[config.mk]
export PLATFORM = sky130hd
export DESIGN_NAME = fetch_unit_flat
export DESIGN_NICKNAME = d
export VERILOG_FILES = /design/src/rtl/cpu_pkg.sv /design/src/rtl/fetch_unit_if.sv /design/src/rtl/fetch_unit.sv /design/src/flat_wrapper.sv
export SDC_FILE = /design/constraint.sdc
export NUM_CORES = 1
export LEC_CHECK = 0
export ABC_AREA = 1
export CORE_MARGIN = 5
export CORE_UTILIZATION = 47
export CTS_CLUSTER_DIAMETER = 60
export CTS_CLUSTER_SIZE = 28
export DETAILED_ROUTE_END_ITERATION = 8
export GPL_ROUTABILITY_DRIVEN = 0
export PLACE_DENSITY_LB_ADDON = 0.1
export RECOVER_POWER = 100
export SYNTH_ARGS = -nofsm -noshare
export SYNTH_HDL_FRONTEND = slang
export SYNTH_SLANG_ARGS = --single-unit
[constraint.sdc]
create_clock -name clk -period 6.2 [get_ports clk]
set_clock_uncertainty 0.1 [all_clocks]
set_input_delay 0.93 -clock clk [delete_from_list [all_inputs] [get_ports clk]]
set_output_delay 0.93 -clock clk [all_outputs]
set_load 0.005 [all_outputs]
[src/rtl/cpu_pkg.sv]
// Shared CPU definitions: datapath width, fetch defaults and fetch FSM encoding.
package cpu_pkg;

  localparam int XLEN = 32;

  localparam logic [XLEN-1:0] RESET_PC_DEFAULT = 32'h0000_0000;
  localparam logic [XLEN-1:0] NOP_INST_DEFAULT = 32'h0000_0013;

  typedef enum logic [1:0] {
    REQ     = 2'd0,
    WAIT    = 2'd1,
    HOLD    = 2'd2,
    DISCARD = 2'd3
  } fetch_state_t;

endpackage

[src/rtl/fetch_unit_if.sv]
// Instruction-memory request/response channel between the fetch stage and imem.
interface fetch_unit_if
  import cpu_pkg::*;
();

  logic            imem_req_valid;
  logic            imem_req_ready;
  logic [XLEN-1:0] imem_req_addr;
  logic            imem_rsp_valid;
  logic [XLEN-1:0] imem_rsp_data;

  modport master (
    output imem_req_valid,
    output imem_req_addr,
    input  imem_req_ready,
    input  imem_rsp_valid,
    input  imem_rsp_data
  );

  modport slave (
    input  imem_req_valid,
    input  imem_req_addr,
    output imem_req_ready,
    output imem_rsp_valid,
    output imem_rsp_data
  );

endinterface

[src/rtl/fetch_unit.sv]
// IF stage: owns the PC, keeps one imem request in flight, presents responses combinationally.
// Stall parks the presented word in a hold buffer; a redirect squashes the slot and any stale response.
module fetch_unit
  import cpu_pkg::*;
#(
  parameter logic [XLEN-1:0] RESET_PC = RESET_PC_DEFAULT,
  parameter logic [XLEN-1:0] NOP_INST = NOP_INST_DEFAULT
) (
  input  logic            clk,
  input  logic            reset,
  input  logic            stall,
  input  logic            redirect_valid,
  input  logic [XLEN-1:0] redirect_pc,
  fetch_unit_if.master    imem,
  output logic [XLEN-1:0] o_inst,
  output logic [XLEN-1:0] o_PC,
  output logic [XLEN-1:0] o_PC_plus_4,
  output logic            o_valid
);

  fetch_state_t    state;
  logic [XLEN-1:0] pc;
  logic [XLEN-1:0] pc_plus_4;
  logic [XLEN-1:0] hold_inst;
  logic [XLEN-1:0] redirect_target;

  assign pc_plus_4       = pc + XLEN'(4);
  assign redirect_target = redirect_pc & {{(XLEN-2){1'b1}}, 2'b00};

  assign imem.imem_req_valid = (state == REQ) && !redirect_valid;
  assign imem.imem_req_addr  = pc;

  assign o_PC        = pc;
  assign o_PC_plus_4 = pc_plus_4;

  always_comb begin
    o_valid = 1'b0;
    o_inst  = NOP_INST;
    if (!redirect_valid) begin
      if (state == HOLD) begin
        o_valid = 1'b1;
        o_inst  = hold_inst;
      end else if (state == WAIT && imem.imem_rsp_valid) begin
        o_valid = 1'b1;
        o_inst  = imem.imem_rsp_data;
      end
    end
  end

  always_ff @(posedge clk or posedge reset) begin
    if (reset) begin
      state     <= REQ;
      pc        <= RESET_PC;
      hold_inst <= '0;
    end else if (redirect_valid) begin
      pc        <= redirect_target;
      hold_inst <= '0;
      // An in-flight request must still return; remember to drop it.
      case (state)
        WAIT, DISCARD: state <= imem.imem_rsp_valid ? REQ : DISCARD;
        default:       state <= REQ;
      endcase
    end else begin
      case (state)
        REQ: begin
          if (imem.imem_req_valid && imem.imem_req_ready) state <= WAIT;
        end
        WAIT: begin
          if (imem.imem_rsp_valid) begin
            if (stall) begin
              hold_inst <= imem.imem_rsp_data;
              state     <= HOLD;
            end else begin
              pc    <= pc_plus_4;
              state <= REQ;
            end
          end
        end
        HOLD: begin
          if (!stall) begin
            pc        <= pc_plus_4;
            hold_inst <= '0;
            state     <= REQ;
          end
        end
        DISCARD: begin
          if (imem.imem_rsp_valid) state <= REQ;
        end
        default: state <= REQ;
      endcase
    end
  end

  // Memory must never answer when nothing is outstanding.
  assert property (@(posedge clk) disable iff (reset)
    !(imem.imem_rsp_valid && (state == REQ || state == HOLD)));

endmodule

[src/flat_wrapper.sv]
// flat-port wrapper written by rule: the top's interface ports become plain ports
module fetch_unit_flat import cpu_pkg::*;
#(
  parameter logic [XLEN-1:0] RESET_PC = RESET_PC_DEFAULT,
  parameter logic [XLEN-1:0] NOP_INST = NOP_INST_DEFAULT
)
  (clk, reset, stall, redirect_valid, redirect_pc, o_inst, o_PC, o_PC_plus_4, o_valid, imem_imem_req_valid, imem_imem_req_addr, imem_imem_req_ready, imem_imem_rsp_valid, imem_imem_rsp_data);
  fetch_unit_if imem_i ();
  input  logic clk;
  input  logic reset;
  input  logic stall;
  input  logic redirect_valid;
  input  logic [XLEN-1:0] redirect_pc;
  output logic [XLEN-1:0] o_inst;
  output logic [XLEN-1:0] o_PC;
  output logic [XLEN-1:0] o_PC_plus_4;
  output logic o_valid;
  output wire logic [$bits(imem_i.imem_req_valid)-1:0] imem_imem_req_valid;
  output wire logic [$bits(imem_i.imem_req_addr)-1:0] imem_imem_req_addr;
  input wire logic [$bits(imem_i.imem_req_ready)-1:0] imem_imem_req_ready;
  input wire logic [$bits(imem_i.imem_rsp_valid)-1:0] imem_imem_rsp_valid;
  input wire logic [$bits(imem_i.imem_rsp_data)-1:0] imem_imem_rsp_data;
  assign imem_imem_req_valid = imem_i.imem_req_valid;
  assign imem_imem_req_addr = imem_i.imem_req_addr;
  assign imem_i.imem_req_ready = imem_imem_req_ready;
  assign imem_i.imem_rsp_valid = imem_imem_rsp_valid;
  assign imem_i.imem_rsp_data = imem_imem_rsp_data;
  fetch_unit #(.RESET_PC(RESET_PC), .NOP_INST(NOP_INST)) u_core (.clk(clk), .reset(reset), .stall(stall), .redirect_valid(redirect_valid), .redirect_pc(redirect_pc), .imem(imem_i), .o_inst(o_inst), .o_PC(o_PC), .o_PC_plus_4(o_PC_plus_4), .o_valid(o_valid));
endmodule
Word-level counts from Yosys, hierarchy flattened
Index checks and enable logic that the tools add are counted.
Word-level totals
  input bits: 70
  flip-flop bits (word level): 66
Operators by class
  eq/ne operators: 8
  reductions and logical operators: 10
  $add $sub $neg: 1
  mux-type cells: 24
Operators by type and width (number)
  two-way mux 32 bit: 10
  one-hot mux 32 bit (2 select lines): 2
  adder 32 x 3 -> 32 bit (second input constant): 1
  two-way mux 2 bit: 8
  != test 3 bit (second input constant): 5
  one-hot mux 2 bit (4 select lines): 1
  AND reduction 4 bit: 2
  == test 2 bit (second input constant): 2
  logical AND 1 bit: 3
  two-way mux 1 bit: 3
  nonzero test 3 bit: 1
  == test 2 x 1 -> 1 bit (second input constant): 1
  zero test 2 bit: 1
  AND reduction 2 bit: 1
  OR reduction 2 bit: 1
  zero test 1 bit: 1

Longest topological paths before layout
Gate-level depths: netlist (run 1).
  depth in word-level cells: 6
  mapped depth: 10
  gate-level depth less buffers: 10

Least setup slack after synthesis (run 1)
Ideal clock, no wire load.
  path kind: in2out
  start point: input port redirect_valid
  end point: output port o_inst[11]
  data required time: 5.170 ns
  arrival time: 1.689 ns
  slack: 3.481 ns
  stages: 4
  cell sequence: buf_4 clkbuf_1 buf_1 a21oi_1
On the way
  cells in the longest elaborated chain, start to end: 1
RTL lines
  start: declaration: line flat_wrapper.sv:12  | input logic redirect_valid;
  two-way mux 32 bit: line fetch_unit.sv:39  | if (!redirect_valid) begin
  end: declaration: line flat_wrapper.sv:14  | output logic [XLEN-1:0] o_inst;
No other way between the ends.

Worst setup path after layout (run 1)
  start point: input port imem_imem_rsp_valid
  end point: output port o_inst[1]
On the way
  cells in the longest elaborated chain, start to end: 4
RTL lines
  start: declaration: line flat_wrapper.sv:21  | input wire logic [$bits(imem_i.imem_rsp_valid)-1:0] imem_imem_rsp_valid;
  logical AND 1 bit: line fetch_unit.sv:43  | end else if (state == WAIT && imem.imem_rsp_valid) begin
  two-way mux 32 bit: line fetch_unit.sv:43
  two-way mux 32 bit: line fetch_unit.sv:40  | if (state == HOLD) begin
  two-way mux 32 bit: line fetch_unit.sv:39
No other way between the ends.

==> results of run 1 <==
cells in the mapped netlist (all sizes together):
| master | count | share of area |
|---|---|---|
| clkbuf | 18 | 0.015 |
| xnor2 | 3 | 0.0057 |
| dfrtp | 64 | 0.35 |
| nand3 | 61 | 0.068 |
| ha | 1 | 0.0027 |
| and2 | 3 | 0.0041 |
| nand2 | 188 | 0.15 |
| buf | 57 | 0.087 |
| a21oi | 49 | 0.055 |
| o21ai | 51 | 0.055 |
| a211oi | 1 | 0.0027 |
| clkinv | 1 | 0.0011 |
| conb | 1 | 0.00081 |
| nor2 | 89 | 0.078 |
| nand4 | 32 | 0.043 |
| o211ai | 4 | 0.0065 |
| inv | 69 | 0.056 |
| o22ai | 3 | 0.0041 |
| xor2 | 6 | 0.011 |
| nor3 | 1 | 0.0011 |
| a31oi | 2 | 0.0027 |
worst max-delay path, cell delays in order:
cell and delay, ns:
dlygate4sd3_1 1.36, nor2_4 0.08, a211oi_1 0.46, o211ai_1 0.22, dlygate4sd3_1 0.64
through the flow:
stage / utilization / hold slack, ns / total power (W) / instances / setup WS (ns)
floorplan: - / 0.386 / 0.00168 / 709 / 3.48
global route: 0.661 / 0.437 / 0.00284 / 976 / 0.907
detailed placement: 0.647 / 0.414 / 0.00245 / 960 / 1.92
finish: 0.661 / 0.429 / 0.00261 / 976 / 1.47
global placement: 0.647 / 0.402 / 0.00241 / 960 / 1.94
CTS: 0.664 / 0.428 / 0.00278 / 976 / 1.84
layout make-up:
cell class	count	area, µm²	share of cell area
clock buffer	13	149	0.0233
clock inverter	3	17.5	0.00274
inverter	70	264	0.0413
multi-input combinational	500	2280	0.357
sequential	64	1600	0.250
tap	133	166	0.0260
timing repair buffer	193	1920	0.300
sequential cells by signal, summed over array words and instances (netlist names):
signal,flops
u_core.state,2
u_core.hold_inst,32
u_core.imem.imem_req_addr,30
where the power goes:
group	internal [W]	switching (W)
logic	0.000720	0.000718
registers	0.000596	0.000255
clock network	0.000155	0.000165
total	0.00147	0.00114
logic make-up (layout without fill, tap and decap cells):
kind of cell,Yosys count,count (layout),synth area share
and+or+nand+nor,374,374,0.349
buffers and inverters,145,279,0.158
AOI/OAI and AO/OA,110,110,0.126
DFF,64,64,0.346
xor gates and xnor gates,9,9,0.0170
adders and majority gates,1,1,0.00270
other,1,6,0.000810
worst paths after layout:
check / slack (ns) / startpoint / cells past startpoint / endpoint
setup / recovery: 1.47 / imem_imem_rsp_valid / 5 / o_inst[1]
hold / removal: 0.43 / u_core.hold_inst[27]$_DFFE_PP0P_ / 2 / u_core.hold_inst[27]$_DFFE_PP0P_
setup reg to reg: 2.04 / u_core.state[0]$_DFFE_PP0P_ / 6 / u_core.hold_inst[4]$_DFFE_PP0P_
hold reg to reg: 0.43 / u_core.hold_inst[27]$_DFFE_PP0P_ / 2 / u_core.hold_inst[27]$_DFFE_PP0P_
max in group asynchronous: 1.74 / reset / 3 / u_core.imem.imem_req_addr[10]$_DFFE_PP0P_
min in group asynchronous: 2.21 / reset / 3 / u_core.hold_inst[19]$_DFFE_PP0P_
per-layer routing:
metal	GRT usage	up-vias
li1	-	2503
met1	0.309	2361
met2	0.423	191
met3	0.0485	15
met4	0.0766	0
met5	0	-
==> impl_metrics.yaml, run 1 <==
clocking:
  cts_max_level: 3
  insertion_delay_ns: 0.33
  clockRootBuffer: "clkbuf_8"
  cts_sinks: 64
  postCtsSetupBuffers: 0
  cts_tree: "built"
  cts_resized: 0
  clk_pin_slew_ns: 0.07
  hold_buffers: 0
  cts_buffer_depth: 2
  cts_made_buffers: 9
die:
  rows: 36
  ios: 200
  start_util: 0.478
  dieHeight_um: 109
  die_area_um2: 11900
  die_w_um: 109
  coreArea_um2: 9680
job:
  maxCapViolCount: 3
sta:
  final-hold-violation-count: 0
  fin_crit_sh: 0.763
  post-route-min-period_ns: 4.73
  slew_headroom: -1.43
  rsz0062_at_grt: "false"
  fmax_mhz: 211
  setup-violations-final: 0
  worst_pin_slew_ns: 3.64
  final_max_slew_viol_count: 153
  setup_tns_ns: 0
layout:
  mostFrequentLayoutCell: "nand2_1"
  fillers: 920
  nets: 909
  design_area_um2: 6400
  area_delta_synth_final_pct: 38.2
  diodes: 0
  mostFrequentLayoutCells: "nand2_1 (187), dlygate4sd3_1 (115), nor2_1 (86), clkdlybuf4s50_1 (75), inv_1 (67)"
  drive_gt1_frac: 0.0273
setup_path:
  crit_type: "primary input to output port"
  critPathMaxFanout: 30
  cp.required_ns: 5.17
  cp-start-kind: "primary input"
  end_kind: "output port"
  worstPathArrival_ns: 3.70
min_path:
  hold_class: "flip-flop to flip-flop"
drt:
  drtAntennaViolNets: 0
  via_count: 5070
  drc_errors: 0
  drtIter0Drc: 307
  wirelength_um: 14600
  wl_met3_um: 1040
  routed_via_density: 5.19
  met2_length_um: 7320
  wl_per_cell_um: 15.0
  highest_layer: "met4"
  firstDrtPassIters: 5
  met1_length_um: 6080
place:
  hpwl_um: 10400
  placed_area_um2: 6270
  port_buffers: 191
synthesis:
  synthCells: 704
  synth_seq_area_share: 0.346
  ys_seq_elements: 64
  ys_warn_count: 0
  synth_cell_types: 31
  avgSynthCellArea_um2: 6.58
  syn_area_um2: 4630
power_and_ir_drop:
  ir_drop_uv: 164
  leakage_nw: 2.85
  powerDensity_nw_per_um2: 408
grt:
  antenna_found_initial: 0
  grt_remaining_overflow: 0
  grt_pass1_vias: 4812
  grtUsageTotal: 0.245
  grt_max_degree: 65
  grt_pass1_wl_um: 23400
outcome:
  violations: "max-capacitance violations, max-slew violations"
  outcome: "complete, but fails checks"
(Power assumes the default switching activity.)
==> inputs of run 2 (changes only) <==
--- a/config.mk
+++ b/config.mk
@@ -7,7 +7,7 @@
 export LEC_CHECK = 0
 export ABC_AREA = 1
 export CORE_MARGIN = 5
-export CORE_UTILIZATION = 47
+export CORE_UTILIZATION = 39
 export CTS_CLUSTER_DIAMETER = 60
 export CTS_CLUSTER_SIZE = 28
 export DETAILED_ROUTE_END_ITERATION = 8
==> constraint.sdc (replaced) <==
create_clock -name clk -period 3.85 [get_ports clk]
set_clock_uncertainty 0.1 [all_clocks]
set_input_delay 0.5775 -clock clk [delete_from_list [all_inputs] [get_ports clk]]
set_output_delay 0.5775 -clock clk [all_outputs]
set_load 0.005 [all_outputs]
==> run 2 against run 1 <==
Net effect: the run still ends with max-capacitance violations, max-slew violations left; utilization decreased by 8.8 points; sequential cell count stayed put; critical path type unchanged; cell area is 3.0% higher; register-to-register slack got worse by 1.1 ns; total power up 74%; setup slack got worse by 1.1 ns; highest routed layer unchanged.
==> impl_metrics.yaml, run 2 (synthesis gave the netlist of run 1 again) <==
outcome:
  outcome: "complete, but fails checks"
  violations: "max-capacitance violations, max-slew violations"
layout:
  largest_register_ffs: 32
  nets: 915
  fillers: 1096
  area_delta_synth_final_pct: 42.4
  design_area_um2: 6590
  drive_gt1_frac: 0.0353
  diodes: 0
  mostFrequentLayoutCells: "nand2_1 (187), dlygate4sd3_1 (114), nor2_1 (86), clkdlybuf4s50_1 (76), inv_1 (68)"
  regMostFlops: "u_core.hold_inst"
  mostFrequentLayoutCell: "nand2_1"
drt:
  routed_via_density: 5.09
  firstDrtPassIters: 7
  wirelength_um: 14800
  drtIter0Drc: 345
  drc_errors: 0
  drtAntennaViolNets: 0
  wl_per_cell_um: 14.9
  via_count: 5047
clocking:
  cts_max_level: 3
  clockRootBuffer: "clkbuf_16"
  cts_resized: 0
  clk_pin_slew_ns: 0.05
  cts_buffer_depth: 2
  cts_made_buffers: 9
  postCtsSetupBuffers: 0
  cts_tree: "built"
  hold_buffers: 0
  insertion_delay_ns: 0.32
  cts_sinks: 64
sta:
  final-hold-violation-count: 0
  worst_pin_slew_ns: 2.12
  fmax_mhz: 289
  post-route-min-period_ns: 3.46
  slew_headroom: -0.414
  final_max_slew_viol_count: 105
  setup-violations-final: 0
  rsz0062_at_grt: "false"
  setup_tns_ns: 0
  fin_crit_sh: 0.899
grt:
  grt_pass1_vias: 4919
  grt_remaining_overflow: 0
  grt_pass1_wl_um: 24700
  grt_max_degree: 55
  antenna_found_initial: 0
  grtUsageTotal: 0.209
power_and_ir_drop:
  powerDensity_nw_per_um2: 689
  power.share.clock: 0.182
  finalPower_w: 0.00454
  p_sw_frac: 0.411
  pwr-share-comb: 0.525
  p_sw_w: 0.00187
  cell_internal_pwr_w: 0.00267
  seqPwrFrac: 0.293
  leakage_nw: 2.94
  ir_drop_uv: 228
setup_path:
  end_kind: "output port"
  crit_type: "primary input to output port"
  max_stage_delay_ns: 0.63
  path_buf_inv: 3
  crit_path_top_delay_cell: "dlygate4sd3_1"
  cp-start-kind: "primary input"
  ff2ff_setup_slack_ns: 0.90
  crit_chain: "buf_2 -> clkbuf_2 -> a211oi_1 -> o211ai_1 -> dlygate4sd3_1"
  crit_family: "buffers and inverters"
  cp.required_ns: 3.17
  reg2reg_depth: 9
  critPathMaxFanout: 34
  r2r_start: "u_core.state[1]$_DFFE_PP0P_"
  r2r_end: "u_core.hold_inst[1]$_DFFE_PP0P_"
  worstPathArrival_ns: 2.78
die:
  die_w_um: 119
  rows: 39
  ios: 200
  start_util: 0.402
  coreArea_um2: 11500
  dieHeight_um: 119
  die_area_um2: 14100
min_path:
  hold_end: "u_core.hold_inst[2]$_DFFE_PP0P_"
  min_from: "u_core.hold_inst[2]$_DFFE_PP0P_"
  hold_class: "flip-flop to flip-flop"
  hold_depth: 2
place:
  hpwl_um: 10900
  port_buffers: 191
  placed_area_um2: 6340
job:
  maxCapViolCount: 2
[run 2: changes by cell type in the layout (fill, tap and decap cells not counted), moves of 2 or more]
cell	delta
clkbuf_8	-8
clkbuf_16	+9
clkbuf_2	+2
buf_4	+2
[run 2: routing by layer]
metal	up-vias	part of all wire	wire [µm]	track usage
met3	14	0.072	1070	0.0616
met1	2331	0.43	6350	0.264
met5	-	0	0	0
li1	2517	-	-	-
met2	185	0.49	7210	0.351
met4	0	0.012	172	0.0543
[run 2: worst max path at each step]
stage,depth (start not counted),startpoint,slack [ns],end
finish,5,redirect_valid,0.39,o_inst[1]
global route,5,redirect_valid,0.17,o_inst[1]
CTS,6,u_core.state[1]$_DFFE_PP0P_,0.58,o_inst[20]
detailed placement,5,imem_imem_rsp_valid,0.62,o_inst[23]
global placement,5,imem_imem_rsp_valid,0.63,o_inst[23]
floorplan,1,reset,1.57,u_core.hold_inst[0]$_DFFE_PP0P_
[run 2: area by class of cell]
type                       instances  area (µm²)  share of cell area
inverter                          70         264              0.0400
tap                              143         179              0.0271
clock inverter                     3        40.0             0.00607
timing repair buffer             199        1970               0.298
multi-input combinational        500        2280               0.346
clock buffer                      13         260              0.0395
sequential                        64        1600               0.243
[run 2: per-stage QoR]
step           worst slack, ns   util  cells  hold WS [ns]
6_report                 0.389  0.572    992         0.428
3_3_place_gp             0.629  0.550    976         0.402
2_1_floorplan             1.57      -    709         0.386
4_1_cts                  0.575  0.576    992         0.422
5_1_grt                  0.172  0.572    992         0.453
3_5_place_dp             0.617  0.550    976         0.409
[run 2: worst reg2reg max path: cells and delay by family (launching register included)]
kind | cells | cell delay (ns)
buffers and inverters | 3 | 1.01
AO/OA/AOI/OAI | 2 | 0.77
AND/OR/NAND/NOR | 4 | 0.58
flip-flops | 1 | 0.40
[run 2: power groups by stage]
stage / Clock [W] / Sequential (W) / Combinational, W
6_report: 0.000827 / 0.00133 / 0.00238
5_1_grt: 0.000875 / 0.00139 / 0.00267
4_1_cts: 0.000842 / 0.00134 / 0.00265
3_5_place_dp: 0 / 0.00135 / 0.00264
3_3_place_gp: 0 / 0.00133 / 0.00260
2_1_floorplan: 0 / 0.00125 / 0.00145
==> inputs of run 3 (changes only) <==
--- a/config.mk
+++ b/config.mk
@@ -6,8 +6,10 @@
 export NUM_CORES = 1
 export LEC_CHECK = 0
 export ABC_AREA = 1
+export CELL_PAD_IN_SITES_DETAIL_PLACEMENT = 1
+export CELL_PAD_IN_SITES_GLOBAL_PLACEMENT = 1
 export CORE_MARGIN = 5
-export CORE_UTILIZATION = 39
+export CORE_UTILIZATION = 26
 export CTS_CLUSTER_DIAMETER = 60
 export CTS_CLUSTER_SIZE = 28
 export DETAILED_ROUTE_END_ITERATION = 8
==> run 3 against run 2 <==
Net effect: the run still ends with max-capacitance violations, max-slew violations left; largest power group unchanged; die area up 45%; highest routed layer unchanged; sequential power about the same; largest cell class unchanged; setup slack worse by 0.083 ns; combinational power up 3%.
==> impl_metrics.yaml, run 3 (synthesis gave the netlist of run 1 again) <==
clocking:
  cts_sinks: 64
  insertion_delay_ns: 0.33
  clk_pin_slew_ns: 0.06
  clockRootBuffer: "clkbuf_16"
  cts_resized: 0
  hold_buffers: 0
  postCtsSetupBuffers: 0
  cts_made_buffers: 9
  cts_buffer_depth: 2
  cts_tree: "built"
  cts_max_level: 3
setup_path:
  worstPathArrival_ns: 2.87
  critPathMaxFanout: 20
  cp-start-kind: "primary input"
  ff2ff_setup_slack_ns: 0.73
  cp.required_ns: 3.17
  crit_type: "primary input to output port"
  end_kind: "output port"
die:
  coreArea_um2: 17400
  ios: 200
  dieHeight_um: 143
  start_util: 0.267
  rows: 48
  die_w_um: 143
  die_area_um2: 20600
sta:
  worst_pin_slew_ns: 1.75
  setup_tns_ns: 0
  rsz0062_at_grt: "false"
  fin_crit_sh: 0.921
  setup-violations-final: 0
  final-hold-violation-count: 0
  post-route-min-period_ns: 3.54
  slew_headroom: -0.166
  final_max_slew_viol_count: 41
  fmax_mhz: 282
grt:
  top_usage_layer: "met2"
  grt_max_degree: 65
  gr-usage-met3: 0.0396
  grt_pass1_vias: 5638
  grt_use_met2: 0.299
  grt_pass1_wl_um: 29300
  grtUsageTotal: 0.177
  grt_remaining_overflow: 0
  grtUsageMet1: 0.228
  antenna_found_initial: 0
outcome:
  outcome: "complete, but fails checks"
  violations: "max-capacitance violations, max-slew violations"
power_and_ir_drop:
  ir_drop_uv: 290
  powerDensity_nw_per_um2: 692
  leakage_nw: 2.90
  finalPower_w: 0.00465
layout:
  regMostFlops: "u_core.hold_inst"
  diodes: 0
  mostFrequentLayoutCell: "nand2_1"
  largest_register_ffs: 32
  nets: 919
  design_area_um2: 6720
  drive_gt1_frac: 0.0410
  mostFrequentLayoutCells: "nand2_1 (187), dlygate4sd3_1 (101), clkdlybuf4s50_1 (89), nor2_1 (85), inv_1 (67)"
  area_delta_synth_final_pct: 45.1
drt:
  wl_per_cell_um: 16.7
  via_count: 5177
  drtIter0Drc: 203
  routed_via_density: 4.80
  firstDrtPassIters: 4
  drc_errors: 0
  wirelength_um: 18000
  drtAntennaViolNets: 0
min_path:
  hold_class: "flip-flop to flip-flop"
place:
  placed_area_um2: 6460
  port_buffers: 191
  hpwl_um: 13500
job:
  maxCapViolCount: 1
## run 3: path summary, 6_finish.rpt
check / from / endpoint / cells after the start
max: imem_imem_rsp_valid / o_inst[27] / 5
min: u_core.hold_inst[16]$_DFFE_PP0P_ / u_core.hold_inst[16]$_DFFE_PP0P_ / 2
max reg2reg: u_core.state[1]$_DFFE_PP0P_ / u_core.hold_inst[24]$_DFFE_PP0P_ / 9
min reg2reg: u_core.hold_inst[16]$_DFFE_PP0P_ / u_core.hold_inst[16]$_DFFE_PP0P_ / 2
max in group asynchronous: reset / u_core.hold_inst[26]$_DFFE_PP0P_ / 3
min in group asynchronous: reset / u_core.hold_inst[13]$_DFFE_PP0P_ / 2
## run 3: final cells by class
type	instances	area [µm²]
fillers	2148	10600
clock inverters	6	68.8
well taps	225	282
inverters	70	264
multi-input cells	500	2290
repair buffers	203	1970
flip-flops and latches	64	1600
clock buffers	10	239
## run 3: critical path, cell delays in order
cell and delay (ns):
dlygate4sd3_1 0.89, clkbuf_2 0.47, nand4_1 0.15, a21oi_1 0.17, dlygate4sd3_1 0.60
## run 3: through the flow
stage	std cells	hold WS [ns]	utilization	setup WS (ns)
floorplan	709	0.386	-	1.57
global placement	1062	0.401	0.372	0.622
detailed placement	1062	0.410	0.372	0.575
CTS	1078	0.427	0.390	0.553
global route	1078	0.457	0.387	0.222
finish	1078	0.440	0.387	0.306
## run 3: layer usage
metal,vias to the layer above,share of wire
met2,119,0.48
met3,12,0.059
met1,2524,0.45
li1,2522,-
met4,0,0.011
met5,-,0
## run 3: report_power, final
part           switching, W  leakage (nW)  internal (W)
registers          0.000394         0.800      0.000963
logic               0.00127          1.95       0.00118
clock network      0.000330         0.149      0.000521
